$ cat src/rtl/max_n10_feeder_pkg.sv
// Shared constants and helpers for the 10-lane window feeder.
// Provides lane count, counter widths, control phases and a stride check.
package max_n10_feeder_pkg;

    localparam int N_LANES  = 10;
    localparam int FILL_W   = 4;
    localparam int STRIDE_W = 4;

    // FILL: collecting the first window of a frame.
    // STREAM: first window out, emitting every STRIDE samples.
    typedef enum logic [0:0] {
        PH_FILL   = 1'b0,
        PH_STREAM = 1'b1
    } phase_t;

    // A window stride is legal when it advances at least one sample
    // and never skips samples between windows.
    function automatic bit stride_ok(input int stride, input int lanes);
        return (stride >= 1) && (stride <= lanes);
    endfunction

endpackage

$ cat src/rtl/max_n10_feeder_ctrl.sv
// Window control: fill/stride counting, enable pulse and window index.
// Ports: clk, rst_n, vld, sof in; den, win_idx out (both registered).
module max_n10_feeder_ctrl
    import max_n10_feeder_pkg::*;
#(
    parameter int STRIDE    = 10,
    parameter int WIN_IDX_W = 16
) (
    input  logic                 clk,
    input  logic                 rst_n,
    input  logic                 vld,
    input  logic                 sof,
    output logic                 den,
    output logic [WIN_IDX_W-1:0] win_idx
);

    localparam logic [FILL_W-1:0]   FILL_LAST = FILL_W'(N_LANES - 1);
    localparam logic [FILL_W-1:0]   FILL_FULL = FILL_W'(N_LANES);
    localparam logic [STRIDE_W-1:0] STR_LAST  = STRIDE_W'(STRIDE - 1);

    phase_t              phase;
    phase_t              phase_nxt;
    logic [FILL_W-1:0]   fill_cnt;
    logic [FILL_W-1:0]   fill_nxt;
    logic [STRIDE_W-1:0] stride_cnt;
    logic [STRIDE_W-1:0] stride_nxt;
    logic                emit;
    logic                restart;

    assign restart = vld & sof;

    // State register
    always_ff @(posedge clk or negedge rst_n) begin
        if (!rst_n) begin
            phase      <= PH_FILL;
            fill_cnt   <= '0;
            stride_cnt <= '0;
        end else begin
            phase      <= phase_nxt;
            fill_cnt   <= fill_nxt;
            stride_cnt <= stride_nxt;
        end
    end

    // Next-state logic
    always_comb begin
        phase_nxt  = phase;
        fill_nxt   = fill_cnt;
        stride_nxt = stride_cnt;
        if (restart) begin
            phase_nxt  = PH_FILL;
            fill_nxt   = FILL_W'(1);
            stride_nxt = '0;
        end else if (vld) begin
            if (fill_cnt != FILL_FULL) begin
                fill_nxt = fill_cnt + FILL_W'(1);
            end
            unique case (phase)
                PH_FILL: begin
                    if (emit) begin
                        phase_nxt  = PH_STREAM;
                        stride_nxt = '0;
                    end
                end
                PH_STREAM: begin
                    if (emit) begin
                        stride_nxt = '0;
                    end else begin
                        stride_nxt = stride_cnt + STRIDE_W'(1);
                    end
                end
                default: phase_nxt = PH_FILL;
            endcase
        end
    end

    // Output logic: a restarting sample never completes a window.
    always_comb begin
        emit = 1'b0;
        if (vld && !sof) begin
            unique case (phase)
                PH_FILL:   emit = (fill_cnt == FILL_LAST);
                PH_STREAM: emit = (stride_cnt == STR_LAST);
                default:   emit = 1'b0;
            endcase
        end
    end

    // den is high in the cycle after the emitting sample; win_idx
    // advances on the edge that ends that cycle.
    always_ff @(posedge clk or negedge rst_n) begin
        if (!rst_n) begin
            den     <= 1'b0;
            win_idx <= '0;
        end else begin
            den <= emit;
            if (restart) begin
                win_idx <= '0;
            end else if (den) begin
                win_idx <= win_idx + WIN_IDX_W'(1);
            end
        end
    end

endmodule

$ cat src/rtl/max_n10_feeder.sv
// Serial-to-window feeder for the 10-input max stage.
// Ports: clk, rst_n, din_vld, din, sof in; den_out, data_out0..9, win_idx out.
module max_n10_feeder
    import max_n10_feeder_pkg::*;
#(
    parameter int BW        = 8,
    parameter int STRIDE    = 10,
    parameter int WIN_IDX_W = 16
) (
    input  logic                 clk,
    input  logic                 rst_n,
    input  logic                 din_vld,
    input  logic [BW-1:0]        din,
    input  logic                 sof,
    output logic                 den_out,
    output logic [BW-1:0]        data_out0,
    output logic [BW-1:0]        data_out1,
    output logic [BW-1:0]        data_out2,
    output logic [BW-1:0]        data_out3,
    output logic [BW-1:0]        data_out4,
    output logic [BW-1:0]        data_out5,
    output logic [BW-1:0]        data_out6,
    output logic [BW-1:0]        data_out7,
    output logic [BW-1:0]        data_out8,
    output logic [BW-1:0]        data_out9,
    output logic [WIN_IDX_W-1:0] win_idx
);

    if (!stride_ok(STRIDE, N_LANES)) begin : g_bad_stride
        $error("max_n10_feeder: STRIDE must be 1..10");
    end

    logic [BW-1:0] lane [N_LANES];

    // Lane 0 holds the oldest sample; a frame start zeroes the history.
    always_ff @(posedge clk or negedge rst_n) begin
        if (!rst_n) begin
            for (int i = 0; i < N_LANES; i++) begin
                lane[i] <= '0;
            end
        end else if (din_vld) begin
            for (int i = 0; i < N_LANES - 1; i++) begin
                lane[i] <= sof ? '0 : lane[i+1];
            end
            lane[N_LANES-1] <= din;
        end
    end

    max_n10_feeder_ctrl #(
        .STRIDE    (STRIDE),
        .WIN_IDX_W (WIN_IDX_W)
    ) u_ctrl (
        .clk     (clk),
        .rst_n   (rst_n),
        .vld     (din_vld),
        .sof     (sof),
        .den     (den_out),
        .win_idx (win_idx)
    );

    assign data_out0 = lane[0];
    assign data_out1 = lane[1];
    assign data_out2 = lane[2];
    assign data_out3 = lane[3];
    assign data_out4 = lane[4];
    assign data_out5 = lane[5];
    assign data_out6 = lane[6];
    assign data_out7 = lane[7];
    assign data_out8 = lane[8];
    assign data_out9 = lane[9];

endmodule

$ cat config.mk
export PLATFORM = sky130hd
export DESIGN_NAME = max_n10_feeder
export DESIGN_NICKNAME = d
export VERILOG_FILES = /design/src/rtl/max_n10_feeder_pkg.sv /design/src/rtl/max_n10_feeder_ctrl.sv /design/src/rtl/max_n10_feeder.sv
export SDC_FILE = /design/constraint.sdc
export NUM_CORES = 1
export LEC_CHECK = 0
export CORE_UTILIZATION = 50
export CTS_CLUSTER_SIZE = 30
export DETAILED_ROUTE_END_ITERATION = 16
export PLACE_DENSITY_LB_ADDON = 0.3
export SETUP_SLACK_MARGIN = 0.5
export SLEW_MARGIN = 20
export SYNTH_ARGS = -nofsm -noshare
export SYNTH_HDL_FRONTEND = slang
export SYNTH_HIERARCHICAL = 1
export SYNTH_SLANG_ARGS = --single-unit
$ cat constraint.sdc
create_clock -name clk -period 1.7 [get_ports clk]
set_input_delay 0.255 -clock clk [delete_from_list [all_inputs] [get_ports clk]]
set_output_delay 0.255 -clock clk [all_outputs]
set_load 0.05 [all_outputs]
* Yosys cells after proc, flatten, opt, wreduce, memory -nomap -nowiden
Index checks and enable logic that the tools add are counted.
** Storage, ports and cells
- Flip-flop bits (word level) :: 106
- Input port bits :: 12
- Output and inout bits :: 97
- Logic and storage cells :: 56
** Operators by class
- Add/subtract/negate cells :: 3
- Eq/ne operators :: 4
- Mux-type cells :: 25
- Bitwise operators :: 2
- Reduce and logical (&&, ||, !) cells :: 7
** Operators by type and width (number)
- 8-bit two-way mux :: 9
- 16-bit two-way mux :: 2
- 4-bit two-way mux :: 7
- 16-bit by 1-bit adder with 16-bit output, second input constant :: 1
- 4-bit by 1-bit adder with 4-bit output, second input constant :: 2
- 4-bit == test, second input constant :: 2
- 4-bit case mux with 2 select lines :: 1
- 2-bit nonzero test :: 3
- 1-bit two-way mux :: 5
- 4-bit inequality test, second input constant :: 1
- 2-bit AND reduction :: 2
- 3-bit by 1-bit inequality test with 1-bit output, second input constant :: 1
- 1-bit case mux with 2 select lines :: 1
- 1-bit AND :: 1
- 1-bit logical AND :: 1
- 1-bit zero test :: 1
- 1-bit NOT :: 1

* Depth between registers and ports, before layout
- Word-level depth :: 7
- Depth in mapped cells :: 6
- Mapped depth without buffers :: 6

* Modules after synthesis
Netlist, hierarchy kept.
** By module, submodules not included
- max_n10_feeder :: instances 1, cells an instance 328, area an instance 3465.8 sq um, seq. area each 2001.9 sq um
- max_n10_feeder_ctrl :: instances 1, cells an instance 134, area an instance 1345.0 sq um, seq. area each 650.6 sq um

* Worst setup path before layout
OpenSTA, ideal clock, no wires.
- Path type :: register to register
- Start point :: register u_ctrl.win_idx[0]
- End point :: register u_ctrl.win_idx[12]
- Setup time :: 77 ps
- Data arrival time :: 1782 ps
- Data required time :: 1623 ps
- Slack :: -160 ps
- Stages on the path, launching flop included :: 6
- Buffers on the path :: 0
- Clock period less this slack :: 1860 ps
- Cell sequence :: dfrtp_1 > ha_1 > and3_4 > nand4_1 > or4_1 > a21oi_1
** Between the ends
- Cells in the longest elaborated chain, start to end :: 3
** Ends and longest elaborated chain
- start: declaration :: line max_n10_feeder_ctrl.sv:14 : output logic [WIN_IDX_W-1:0] win_idx
- start signal: assignment :: line max_n10_feeder_ctrl.sv:100 : win_idx <= win_idx + WIN_IDX_W'(1);
- 16-bit by 1-bit adder with 16-bit output :: line max_n10_feeder_ctrl.sv:100
- 16-bit two-way mux :: line max_n10_feeder_ctrl.sv:99 : end else if (den) begin
- 16-bit two-way mux :: line max_n10_feeder_ctrl.sv:97 : if (restart) begin
Every way passes these cells. The select of a mux whose other input is x is not followed.
A chain may end at the register's enable or synchronous reset.

* Final worst setup path
Same ends and word-level chain as after synthesis.

==> flow_metrics.py <==
metrics = {
    "run_status": {
        "run_status": "complete, no violations",
    },
    "grt": {
        "first_global_vias": 4031,
        "grt_max_degree": 79,
        "grt_total_ovfl": 0,
        "first_pass_grt_wire_length_mm": 19.52,
        "grt.total_usage_pct": 24.68,
        "initial_antenna_violation_count": 0,
    },
    "sta": {
        "max_freq_mhz": 620.0,
        "clock-skew-final_ps": 10.64,
        "timing.slew.headroom_pct": 73.89,
        "rsz_0062_raised_after_global_routing": "yes",
        "hold_violations_final": 0,
        "final_min_period_over_clock_period_pct": 94.87,
        "final_period_minus_worst_setup_slack_ps": 1613,
        "fin_worst_hold_slack_ps": 242.3,
        "final_slew_viol_count": 0,
        "max_slew.worst_pin.slew_ps": 388.3,
        "fin_setup_tns_ps": 0,
        "final_setup_fails": 0,
    },
    "yosys": {
        "yosysSeqAreaShare_pct": 55.14,
        "synth.net_count": 478,
        "netlist_top_cells_area": "sky130_fd_sc_hd__dfrtp_1 (55%), sky130_fd_sc_hd__nand3b_1 (12%), sky130_fd_sc_hd__o21ai_1 (7.1%), sky130_fd_sc_hd__inv_1 (6.2%), sky130_fd_sc_hd__mux2_4 (2.5%)",
        "synth.avg_cell_area_um2": 10.41,
        "yosys_warning_count": 6,
        "yosysTopAreaCell": "sky130_fd_sc_hd__dfrtp_1",
        "ff_latch_count_synth": 106,
        "synthDominantCellAreaShare_pct": 55.14,
        "synthDistinctLibCells": 38,
        "post_syn_instances": 462,
        "netlist_area_mm2": 0.004811,
    },
    "cts": {
        "h-tree-depth": 3,
        "clkLatencyLatePin_ps": 360,
        "cts.root.buffer_cell": "sky130_fd_sc_hd__clkbuf_8",
        "tritoncts_num_sinks": 106,
        "ctsLongestPathBuffers": 2,
        "tritoncts": "built",
        "tritoncts.num_buffers": 9,
        "cts.reportedPaths.clkPinSlew_ps": 100,
    },
    "drt": {
        "detail_route.wirelength_mm": 13.06,
        "final_antenna_net_count": 0,
        "route.detailed.drc": 0,
        "drt-pass1-iter-count": 4,
        "drt-initial-drc-count": 150,
        "viasPerCell": 5.009,
        "avgRoutedWirePerCell_um": 15.91,
        "vias": 4112,
    },
    "worst_setup_path": {
        "cp.arrival_ps": 1840,
        "crit_path_max_fanout": 2,
        "critPathKind": "reg -> reg",
        "r2r_setup_slack_ps": 90,
        "crit_path_max_incr_delay_ps": 400,
        "number_of_buffer_and_inverter_instances_along_the_worst_setup_path": 1,
        "startpoint_type": "flip-flop",
        "worst_ep_required_time_ps": 1930,
        "slowest_stage": "sky130_fd_sc_hd__dfrtp_2",
        "worstPathCellList": "ha_4, and3_4, nand4_1, buf_4, o31ai_1, a21oi_2",
        "crit_family": "compound AO/OA/AOI/OAI gates",
        "type_of_element_capturing_the_critical_path": "flip-flop",
    },
    "worst_hold_path": {
        "min_path_type": "in -> reg",
    },
    "cells_and_area": {
        "final_common_cell": "sky130_fd_sc_hd__buf_4",
        "area.growth.synth_to_final_pct": 56.85,
        "net_count_of_the_finished_layout": 704,
        "antenna_cells": 0,
        "most-common-layout-cells": "sky130_fd_sc_hd__buf_4 (114), sky130_fd_sc_hd__buf_6 (108), sky130_fd_sc_hd__dfrtp_1 (92)",
        "drive_above_1_share_pct": 44.08,
    },
    "flow_run": {
        "drv_cap": 0,
    },
    "power": {
        "max-vdd-ir-drop_uv": 583.2,
        "cellLeakagePower_nw": 3.543,
        "power.density_cell_area_mw_per_mm2": 724.3,
    },
    "die": {
        "boundaryPins": 109,
        "die_width_um": 100.1,
        "core_mm2": 0.009284,
        "floorplan.die.height_um": 100.1,
        "placement_rows": 35,
        "fp.dieArea_mm2": 0.01002,
        "starting_density_of_the_core_pct": 51.82,
    },
    "place": {
        "dp_hpwl_mm": 6.799,
        "port_buffers": 108,
        "gp_congestion": 0.7351,
    },
}
==> flip-flops by register name (all words and copies together), names as in the netlist <==
name and flops:
u_ctrl/win_idx 16, data_out4 8, u_ctrl/stride_cnt 4, data_out9 8, data_out5 8, data_out7 8
data_out0 8, data_out1 8, data_out2 8, u_ctrl/phase 1, data_out6 8, data_out8 8
data_out3 8, u_ctrl/fill_cnt 4, u_ctrl/den 1
==> metal layers <==
metal	vias to the layer above	GRT usage [%]	part of all wire [%]
li1	1986	-	-
met1	1989	30.41	40
met3	16	6.198	5.0
met5	-	0	0
met4	0	5.797	1.3
met2	121	43.77	53
==> repair_timing <==
item	4_1_cts	5_1_grt
setup buffers	83	42
hold buffers	1	0
gates resized for setup	114	47
pin swaps	21	29
setup endpoints to repair	113	119
hold endpoints to repair	14	0
==> stage by stage <==
stage	total power [mW]	cells	cell area, um2	setup slack, ps	util [%]
after CTS	5.376	779	7042	288.5	75.85
after global routing	5.685	821	7546	29.30	81.28
after detailed placement	3.695	680	5786	211.2	62.32
after floorplan	3.398	462	4887	69.85	-
final	5.466	821	7546	87.20	81.28
after global placement	3.666	680	5786	238.7	62.32
==> worst paths after layout <==
check	startpoint	to	cells after the start
max	u_ctrl/win_idx[0]	u_ctrl/win_idx[12]	6
min	sof	u_ctrl/fill_cnt[1]	2
max reg2reg	u_ctrl/win_idx[0]	u_ctrl/win_idx[12]	6
min reg2reg	data_out0[2]	data_out0[2]	2
max in group asynchronous	rst_n	u_ctrl/fill_cnt[0]	3
min in group asynchronous	rst_n	data_out0[3]	2
==> report_power, final <==
part	switching [mW]	internal, mW
clock	0.887	0.578
combinational	0.681	0.545
sequential	0.134	2.64
total	1.70	3.76
==> cells by family (layout without fill, tap and decap cells) <==
family / count (synthesis) / count (layout) / synth area share (%)
fa+ha+maj: 4 / 4 / 1.040
compound gates: 94 / 94 / 10.38
simple gates: 127 / 127 / 17.66
buf+inv: 107 / 337 / 10.25
xor+xnor: 12 / 12 / 2.185
mux: 12 / 12 / 3.355
flops: 106 / 106 / 55.14
==> cell usage after synthesis, drive strengths merged <==
| cell type | count |
|---|---|
| nand4 | 7 |
| nor2 | 17 |
| and4bb | 1 |
| ha | 4 |
| nor4 | 3 |
| mux2 | 9 |
| nor4bb | 1 |
| o31ai | 2 |
| and2 | 1 |
| clkbuf | 12 |
| inv | 79 |
| xor2 | 5 |
| nand2 | 10 |
| o22a | 2 |
| a31o | 2 |
| o22ai | 2 |
| dfrtp | 106 |
| mux2i | 3 |
| xnor2 | 7 |
| or3 | 1 |
| nor3 | 4 |
| o21ai | 78 |
| or4 | 1 |
| a22o | 1 |
| nand3b | 74 |
| a22oi | 1 |
| nor3b | 2 |
| nand3 | 4 |
| buf | 16 |
| a21oi | 6 |
| and3 | 1 |
==> final cells by class <==
cell class,instances,area [um2]
sequential,106,2670
multi-input combinational,249,1889
clock buffer,10,137.6
clock inverter,5,38.79
inverter,79,296.5
fill,576,1738
timing repair buffer,243,2352
tap,129,161.4
(Power assumes the default switching activity.)
